===== src/rtl/regfile_wb_arbiter_if.sv =====
// Writeback bus between the two result producers, the arbiter and the
// register-file write port.
//
// Signals:
//   a_valid/a_reg/a_data, a_ready  - requester A (ALU result path)
//   b_valid/b_reg/b_data, b_ready  - requester B (load / multi-cycle path)
//   RegWrite/Write_register/Write_data - registered register-file write port
//
// Modports:
//   master - requester / register-file side (drives requests, observes port)
//   slave  - arbiter side (accepts requests, drives readies and write port)
interface regfile_wb_arbiter_if #(
  parameter int DATA_W = 32,
  parameter int ADDR_W = 5
);
  logic              a_valid;
  logic [ADDR_W-1:0] a_reg;
  logic [DATA_W-1:0] a_data;
  logic              a_ready;
  logic              b_valid;
  logic [ADDR_W-1:0] b_reg;
  logic [DATA_W-1:0] b_data;
  logic              b_ready;
  logic              RegWrite;
  logic [ADDR_W-1:0] Write_register;
  logic [DATA_W-1:0] Write_data;

  modport master (
    output a_valid, a_reg, a_data, b_valid, b_reg, b_data,
    input  a_ready, b_ready, RegWrite, Write_register, Write_data
  );

  modport slave (
    input  a_valid, a_reg, a_data, b_valid, b_reg, b_data,
    output a_ready, b_ready, RegWrite, Write_register, Write_data
  );
endinterface


===== src/rtl/regfile_wb_arbiter.sv =====
// Register-file writeback arbiter.
//
// Shares the single register-file write port between the ALU result path (A)
// and the load / multi-cycle result path (B). A has fixed priority. The
// winning request is captured into the output register and appears on the
// write port in the following cycle; back-to-back grants give back-to-back
// writes. Writes addressed to register 0 complete the handshake but keep
// RegWrite low.
//
// Ports:
//   clk   - rising-edge clock
//   reset - asynchronous active-low reset; readies are held low while asserted
//   wb    - regfile_wb_arbiter_if.slave (requests, readies, write port)
//
// Build option:
//   WB_AGE_EN - adds an age counter for B. After B has been blocked for
//               MAX_WAIT consecutive cycles it is granted ahead of A for one
//               cycle. Without it B can starve while A stays valid.
module regfile_wb_arbiter #(
  parameter int DATA_W   = 32,
  parameter int ADDR_W   = 5,
  parameter int MAX_WAIT = 4
) (
  input  logic                 clk,
  input  logic                 reset,
  regfile_wb_arbiter_if.slave  wb
);

  logic              force_b;
  logic              a_xfer;
  logic              b_xfer;
  logic              we_q;
  logic [ADDR_W-1:0] wreg_q;
  logic [DATA_W-1:0] wdata_q;

  // Readies never look at the requester's own valid, and A's valid only
  // gates B, so both can be high together only when A is idle.
  assign wb.a_ready = reset & ~force_b;
  assign wb.b_ready = reset & (~wb.a_valid | force_b);

  assign a_xfer = wb.a_valid & wb.a_ready;
  assign b_xfer = wb.b_valid & wb.b_ready;

`ifdef WB_AGE_EN
  localparam int                AGE_W   = $clog2(MAX_WAIT + 1);
  localparam logic [AGE_W-1:0]  AGE_MAX = AGE_W'(MAX_WAIT);

  logic [AGE_W-1:0] age_q;

  // Counts consecutive cycles B is held off; restarts whenever B is idle
  // or finally gets through.
  always_ff @(posedge clk or negedge reset) begin
    if (!reset) begin
      age_q <= '0;
    end else if (!wb.b_valid || b_xfer) begin
      age_q <= '0;
    end else if (age_q != AGE_MAX) begin
      age_q <= age_q + 1'b1;
    end
  end

  assign force_b = (age_q == AGE_MAX);
`else
  localparam int unused_max_wait = MAX_WAIT;

  assign force_b = 1'b0;
`endif

  // a_xfer and b_xfer are mutually exclusive: B only sees ready with A
  // idle or forced, and a forced cycle withdraws A's ready.
  always_ff @(posedge clk or negedge reset) begin
    if (!reset) begin
      we_q    <= 1'b0;
      wreg_q  <= '0;
      wdata_q <= '0;
    end else if (a_xfer) begin
      we_q    <= |wb.a_reg;
      wreg_q  <= wb.a_reg;
      wdata_q <= wb.a_data;
    end else if (b_xfer) begin
      we_q    <= |wb.b_reg;
      wreg_q  <= wb.b_reg;
      wdata_q <= wb.b_data;
    end else begin
      we_q    <= 1'b0;
    end
  end

  assign wb.RegWrite       = we_q;
  assign wb.Write_register = wreg_q;
  assign wb.Write_data     = wdata_q;

endmodule


===== src/flat_wrapper.sv =====
// flat-port wrapper written by rule: the top's interface ports become plain ports
module regfile_wb_arbiter_flat 
#(
  parameter int DATA_W   = 32,
  parameter int ADDR_W   = 5,
  parameter int MAX_WAIT = 4
)
  (clk, reset, wb_a_valid, wb_a_reg, wb_a_data, wb_b_valid, wb_b_reg, wb_b_data, wb_a_ready, wb_b_ready, wb_RegWrite, wb_Write_register, wb_Write_data);
  regfile_wb_arbiter_if #(.DATA_W(DATA_W), .ADDR_W(ADDR_W)) wb_i ();
  input  logic clk;
  input  logic reset;
  input wire logic [$bits(wb_i.a_valid)-1:0] wb_a_valid;
  input wire logic [$bits(wb_i.a_reg)-1:0] wb_a_reg;
  input wire logic [$bits(wb_i.a_data)-1:0] wb_a_data;
  input wire logic [$bits(wb_i.b_valid)-1:0] wb_b_valid;
  input wire logic [$bits(wb_i.b_reg)-1:0] wb_b_reg;
  input wire logic [$bits(wb_i.b_data)-1:0] wb_b_data;
  output wire logic [$bits(wb_i.a_ready)-1:0] wb_a_ready;
  output wire logic [$bits(wb_i.b_ready)-1:0] wb_b_ready;
  output wire logic [$bits(wb_i.RegWrite)-1:0] wb_RegWrite;
  output wire logic [$bits(wb_i.Write_register)-1:0] wb_Write_register;
  output wire logic [$bits(wb_i.Write_data)-1:0] wb_Write_data;
  assign wb_i.a_valid = wb_a_valid;
  assign wb_i.a_reg = wb_a_reg;
  assign wb_i.a_data = wb_a_data;
  assign wb_i.b_valid = wb_b_valid;
  assign wb_i.b_reg = wb_b_reg;
  assign wb_i.b_data = wb_b_data;
  assign wb_a_ready = wb_i.a_ready;
  assign wb_b_ready = wb_i.b_ready;
  assign wb_RegWrite = wb_i.RegWrite;
  assign wb_Write_register = wb_i.Write_register;
  assign wb_Write_data = wb_i.Write_data;
  regfile_wb_arbiter #(.DATA_W(DATA_W), .ADDR_W(ADDR_W), .MAX_WAIT(MAX_WAIT)) u_core (.clk(clk), .reset(reset), .wb(wb_i));
endmodule

===== config.mk =====
export PLATFORM = sky130hd
export DESIGN_NAME = regfile_wb_arbiter_flat
export DESIGN_NICKNAME = d
export VERILOG_FILES = /design/src/rtl/regfile_wb_arbiter_if.sv /design/src/rtl/regfile_wb_arbiter.sv /design/src/flat_wrapper.sv
export SDC_FILE = /design/constraint.sdc
export NUM_CORES = 1
export LEC_CHECK = 0
export CAP_MARGIN = 20
export CORE_MARGIN = 3
export CORE_UTILIZATION = 32
export DETAILED_ROUTE_END_ITERATION = 10
export GPL_ROUTABILITY_DRIVEN = 1
export PLACE_DENSITY = 0.76
export SYNTH_ARGS = -nofsm -noshare
export SYNTH_HDL_FRONTEND = slang
export SYNTH_SLANG_ARGS = --single-unit

===== constraint.sdc =====
create_clock -name clk -period 0.8 [get_ports clk]
set_clock_uncertainty 0.05 [all_clocks]
set_input_delay 0.12 -clock clk [delete_from_list [all_inputs] [get_ports clk]]
set_output_delay 0.12 -clock clk [all_outputs]
set_load 0.01 [all_outputs]

==> impl_metrics.env <==
export IMPL_die_y_um=80.75
export IMPL_fin_ws_ns=-0.2160
export IMPL_post_route_util_pct=79.63
export IMPL_crit_buf_inv=1
export IMPL_row_count=26
export IMPL_holdWs_ns=0.04833
export IMPL_seqCellArea_um2=950.9
export IMPL_synth_avg_cell_area_um2=10.52
export IMPL_multi_input_area_mm2=0.001046
export IMPL_path_clk_slew_ns=0.08
export IMPL_synth_cells=170
export IMPL_dp_hpwl_um=3997
export IMPL_status="complete, but fails checks"
export IMPL_ys_seq_elements=38
export IMPL_clk_latency_ns=0.29
export IMPL_vias=1987
export IMPL_cts_tree="done"
export IMPL_fin_crit_ns=1.016
export IMPL_worstHoldStart="wb_b_reg[0]"
export IMPL_ir_drop_mv=1.291
export IMPL_cp_data_arrival_time_ns=0.85
export IMPL_p_seq_share_pct=36.3
export IMPL_die_area_mm2=0.006521
export IMPL_antenna_found_initial=0
export IMPL_power_internal_uw=4585
export IMPL_ys_warn_count=0
export IMPL_dp_cells=368
export IMPL_start_util_pct=33.93
export IMPL_grt_util_all_layers_pct=20.55
export IMPL_final_area_mm2=0.004197
export IMPL_clock_root_buffer="clkbuf_8"
export IMPL_p_total_uw=6398
export IMPL_syn2layout_area_growth_pct=134.7
export IMPL_setup_viol=76
export IMPL_drt_total_wl_um=7339
export IMPL_final_common_cell="clkdlybuf4s50_1"
export IMPL_hold_path_depth=3
export IMPL_routed_via_density=4.686
export IMPL_syn_area_mm2=0.001788
export IMPL_cts_buffer_depth=2
export IMPL_wl_per_cell_um=17.31
export IMPL_worstHoldEndpoint="u_core.wb.Write_register[0]"
export IMPL_powerDensity_mw_per_mm2=1525
export IMPL_cp_start_kind="flip-flop"
export IMPL_tightest_slew_ns=0.2276
export IMPL_grt_max_degree=25
export IMPL_cts_buffers_inserted=5
export IMPL_fillers=354
export IMPL_slew_headroom_pct=84.83
export IMPL_critPathMaxStageDelay_ns=0.40
export IMPL_crit_type="flip-flop to output pin"
export IMPL_cp_startpoint="u_core.wb.Write_data[16]"
export IMPL_worstHoldPathType="input port to flip-flop"
export IMPL_firstDrtPassIters=3
export IMPL_ant_nets=0
export IMPL_ff2ff_setup_slack_ns=-0.14
export IMPL_io_pins=118
export IMPL_synth_distinct_cells=14
export IMPL_crit_required_ns=0.63
export IMPL_grt_overflow=0
export IMPL_nets=431
export IMPL_slew_violations=0
export IMPL_fp_dieW_um=80.75
export IMPL_p_comb_share_pct=38.4
export IMPL_power_switching_share_pct=28.34
export IMPL_cts_max_level=2
export IMPL_finalNonFillerCells=424
export IMPL_gp_congestion=0.7833
export IMPL_r2r_cells=4
export IMPL_diodes=0
export IMPL_dpl_cell_area_mm2=0.003212
export IMPL_port_buffers=117
export IMPL_slowest_stage="dfrtp_1"
export IMPL_core_area_mm2=0.005270
export IMPL_cts_sinks=38
export IMPL_drv_cap=0
export IMPL_crit_chain="buf_2"
export IMPL_final_cell_mix="66 x clkdlybuf4s50_1, 38 x dfrtp_1, 36 x buf_4, 35 x buf_2, 25 x mux2i_1"
export IMPL_rr_endpoint="u_core.wb.Write_data[16]"
export IMPL_rsz0062_at_grt="true"
export IMPL_p_leak_uw=0.002032
export IMPL_hold_violations=0
export IMPL_ys_seq_area_share_pct=53.18
export IMPL_timing_rr_start="u_core.wb.Write_data[16]"
export IMPL_violations="negative setup slack"
export IMPL_drive_gt1_share_pct=49.72
export IMPL_drcViolationCount=0
export IMPL_first_iter_violations=76
export IMPL_power_switching_uw=1813
export IMPL_syn_nets=248
export IMPL_grt_pass1_wl_um=10120
export IMPL_crit_fanout=2
export IMPL_fmax_mhz=984.3
export IMPL_crit_path_end_kind="output pin"
export IMPL_fin_crit_sh_pct=127.0
export IMPL_grt_pass1_vias=1992
export IMPL_cpLargestDelayFamily="flip-flops"
export IMPL_pwr_share_clk_pct=25.3
==> synth_stat cells <==
cell type	count	area share [%]
o21ai_1	21	5.9
clkbuf_1	1	0.21
nor2b_1	1	0.35
or4_1	1	0.42
buf_2	7	2.0
dfrtp_1	38	53
o21ai_0	18	5.0
buf_4	2	0.84
buf_6	3	1.9
or4_4	1	0.63
mux2i_1	37	21
o211ai_2	1	0.70
nor2_1	1	0.21
nand2_1	38	8.0
==> cell type report <==
cell class | instances | share of cell area, %
Timing Repair Buffer | 189 | 47.73
Multi-Input combinational cell | 119 | 24.93
Sequential cell | 38 | 22.66
Tap cell | 70 | 2.087
Clock buffer | 5 | 1.640
Clock inverter | 3 | 0.9541
==> registers in the layout (all words and copies together) (netlist names) <==
register	cells
u_core.wb.Write_data	32
u_core.wb.Write_register	5
u_core.wb.RegWrite	1
==> worst min-delay path: stages <==
cell	delay, ns
buf_6	0.08
mux2i_4	0.06
o21ai_2	0.10
==> per-layer routing <==
layer  GRT usage (%)  part of all wire [%]
met4           3.041                  0.31
met3           6.430                   7.4
met1           26.89                    41
met2           34.27                    51
met5               0                     0
==> worst max-delay path by stage <==
stage,to,slack [ns],cells past startpoint
3_5_place_dp,u_core.wb.RegWrite,-0.69,4
4_1_cts,wb_RegWrite,-0.21,1
6_report,wb_Write_data[16],-0.22,1
2_1_floorplan,u_core.wb.RegWrite,-0.20,3
5_1_grt,wb_Write_data[15],-0.25,1
3_3_place_gp,u_core.wb.RegWrite,-0.68,4
==> logic make-up (layout without fill, tap and decap cells) <==
logic type,after synthesis,in the layout,share of synthesized area [%]
mux,37,37,20.71
flops,38,38,53.18
buf+inv,13,197,4.898
simple gates,42,42,9.587
compound gates,40,40,11.62
==> stage by stage <==
| step | setup WS [ns] | TNS (ns) |
|---|---|---|
| floorplan | -0.2023 | -1.478 |
| global placement | -0.6827 | -33.44 |
| detailed placement | -0.6907 | -34.56 |
| CTS | -0.2127 | -10.98 |
| global route | -0.2458 | -13.97 |
| finish | -0.2160 | -11.89 |
==> timing repair <==
action,CTS,global route
setup buffers,25,13
hold buffers,3,0
cloned,12,1
endpoints found under the setup margin,78,102
hold endpoints to repair,38,0
pin swaps,12,16
gates resized for setup,257,69
==> power by group through the flow <==
stage	Sequential (uW)	Clock [uW]	Combinational, uW
after CTS	2290	1640	2080
after detailed placement	2340	0	1740
after global routing	2350	1720	2610
after global placement	2330	0	1710
final	2320	1620	2450
after floorplan	2460	0	445
(Power assumes the default switching activity.)
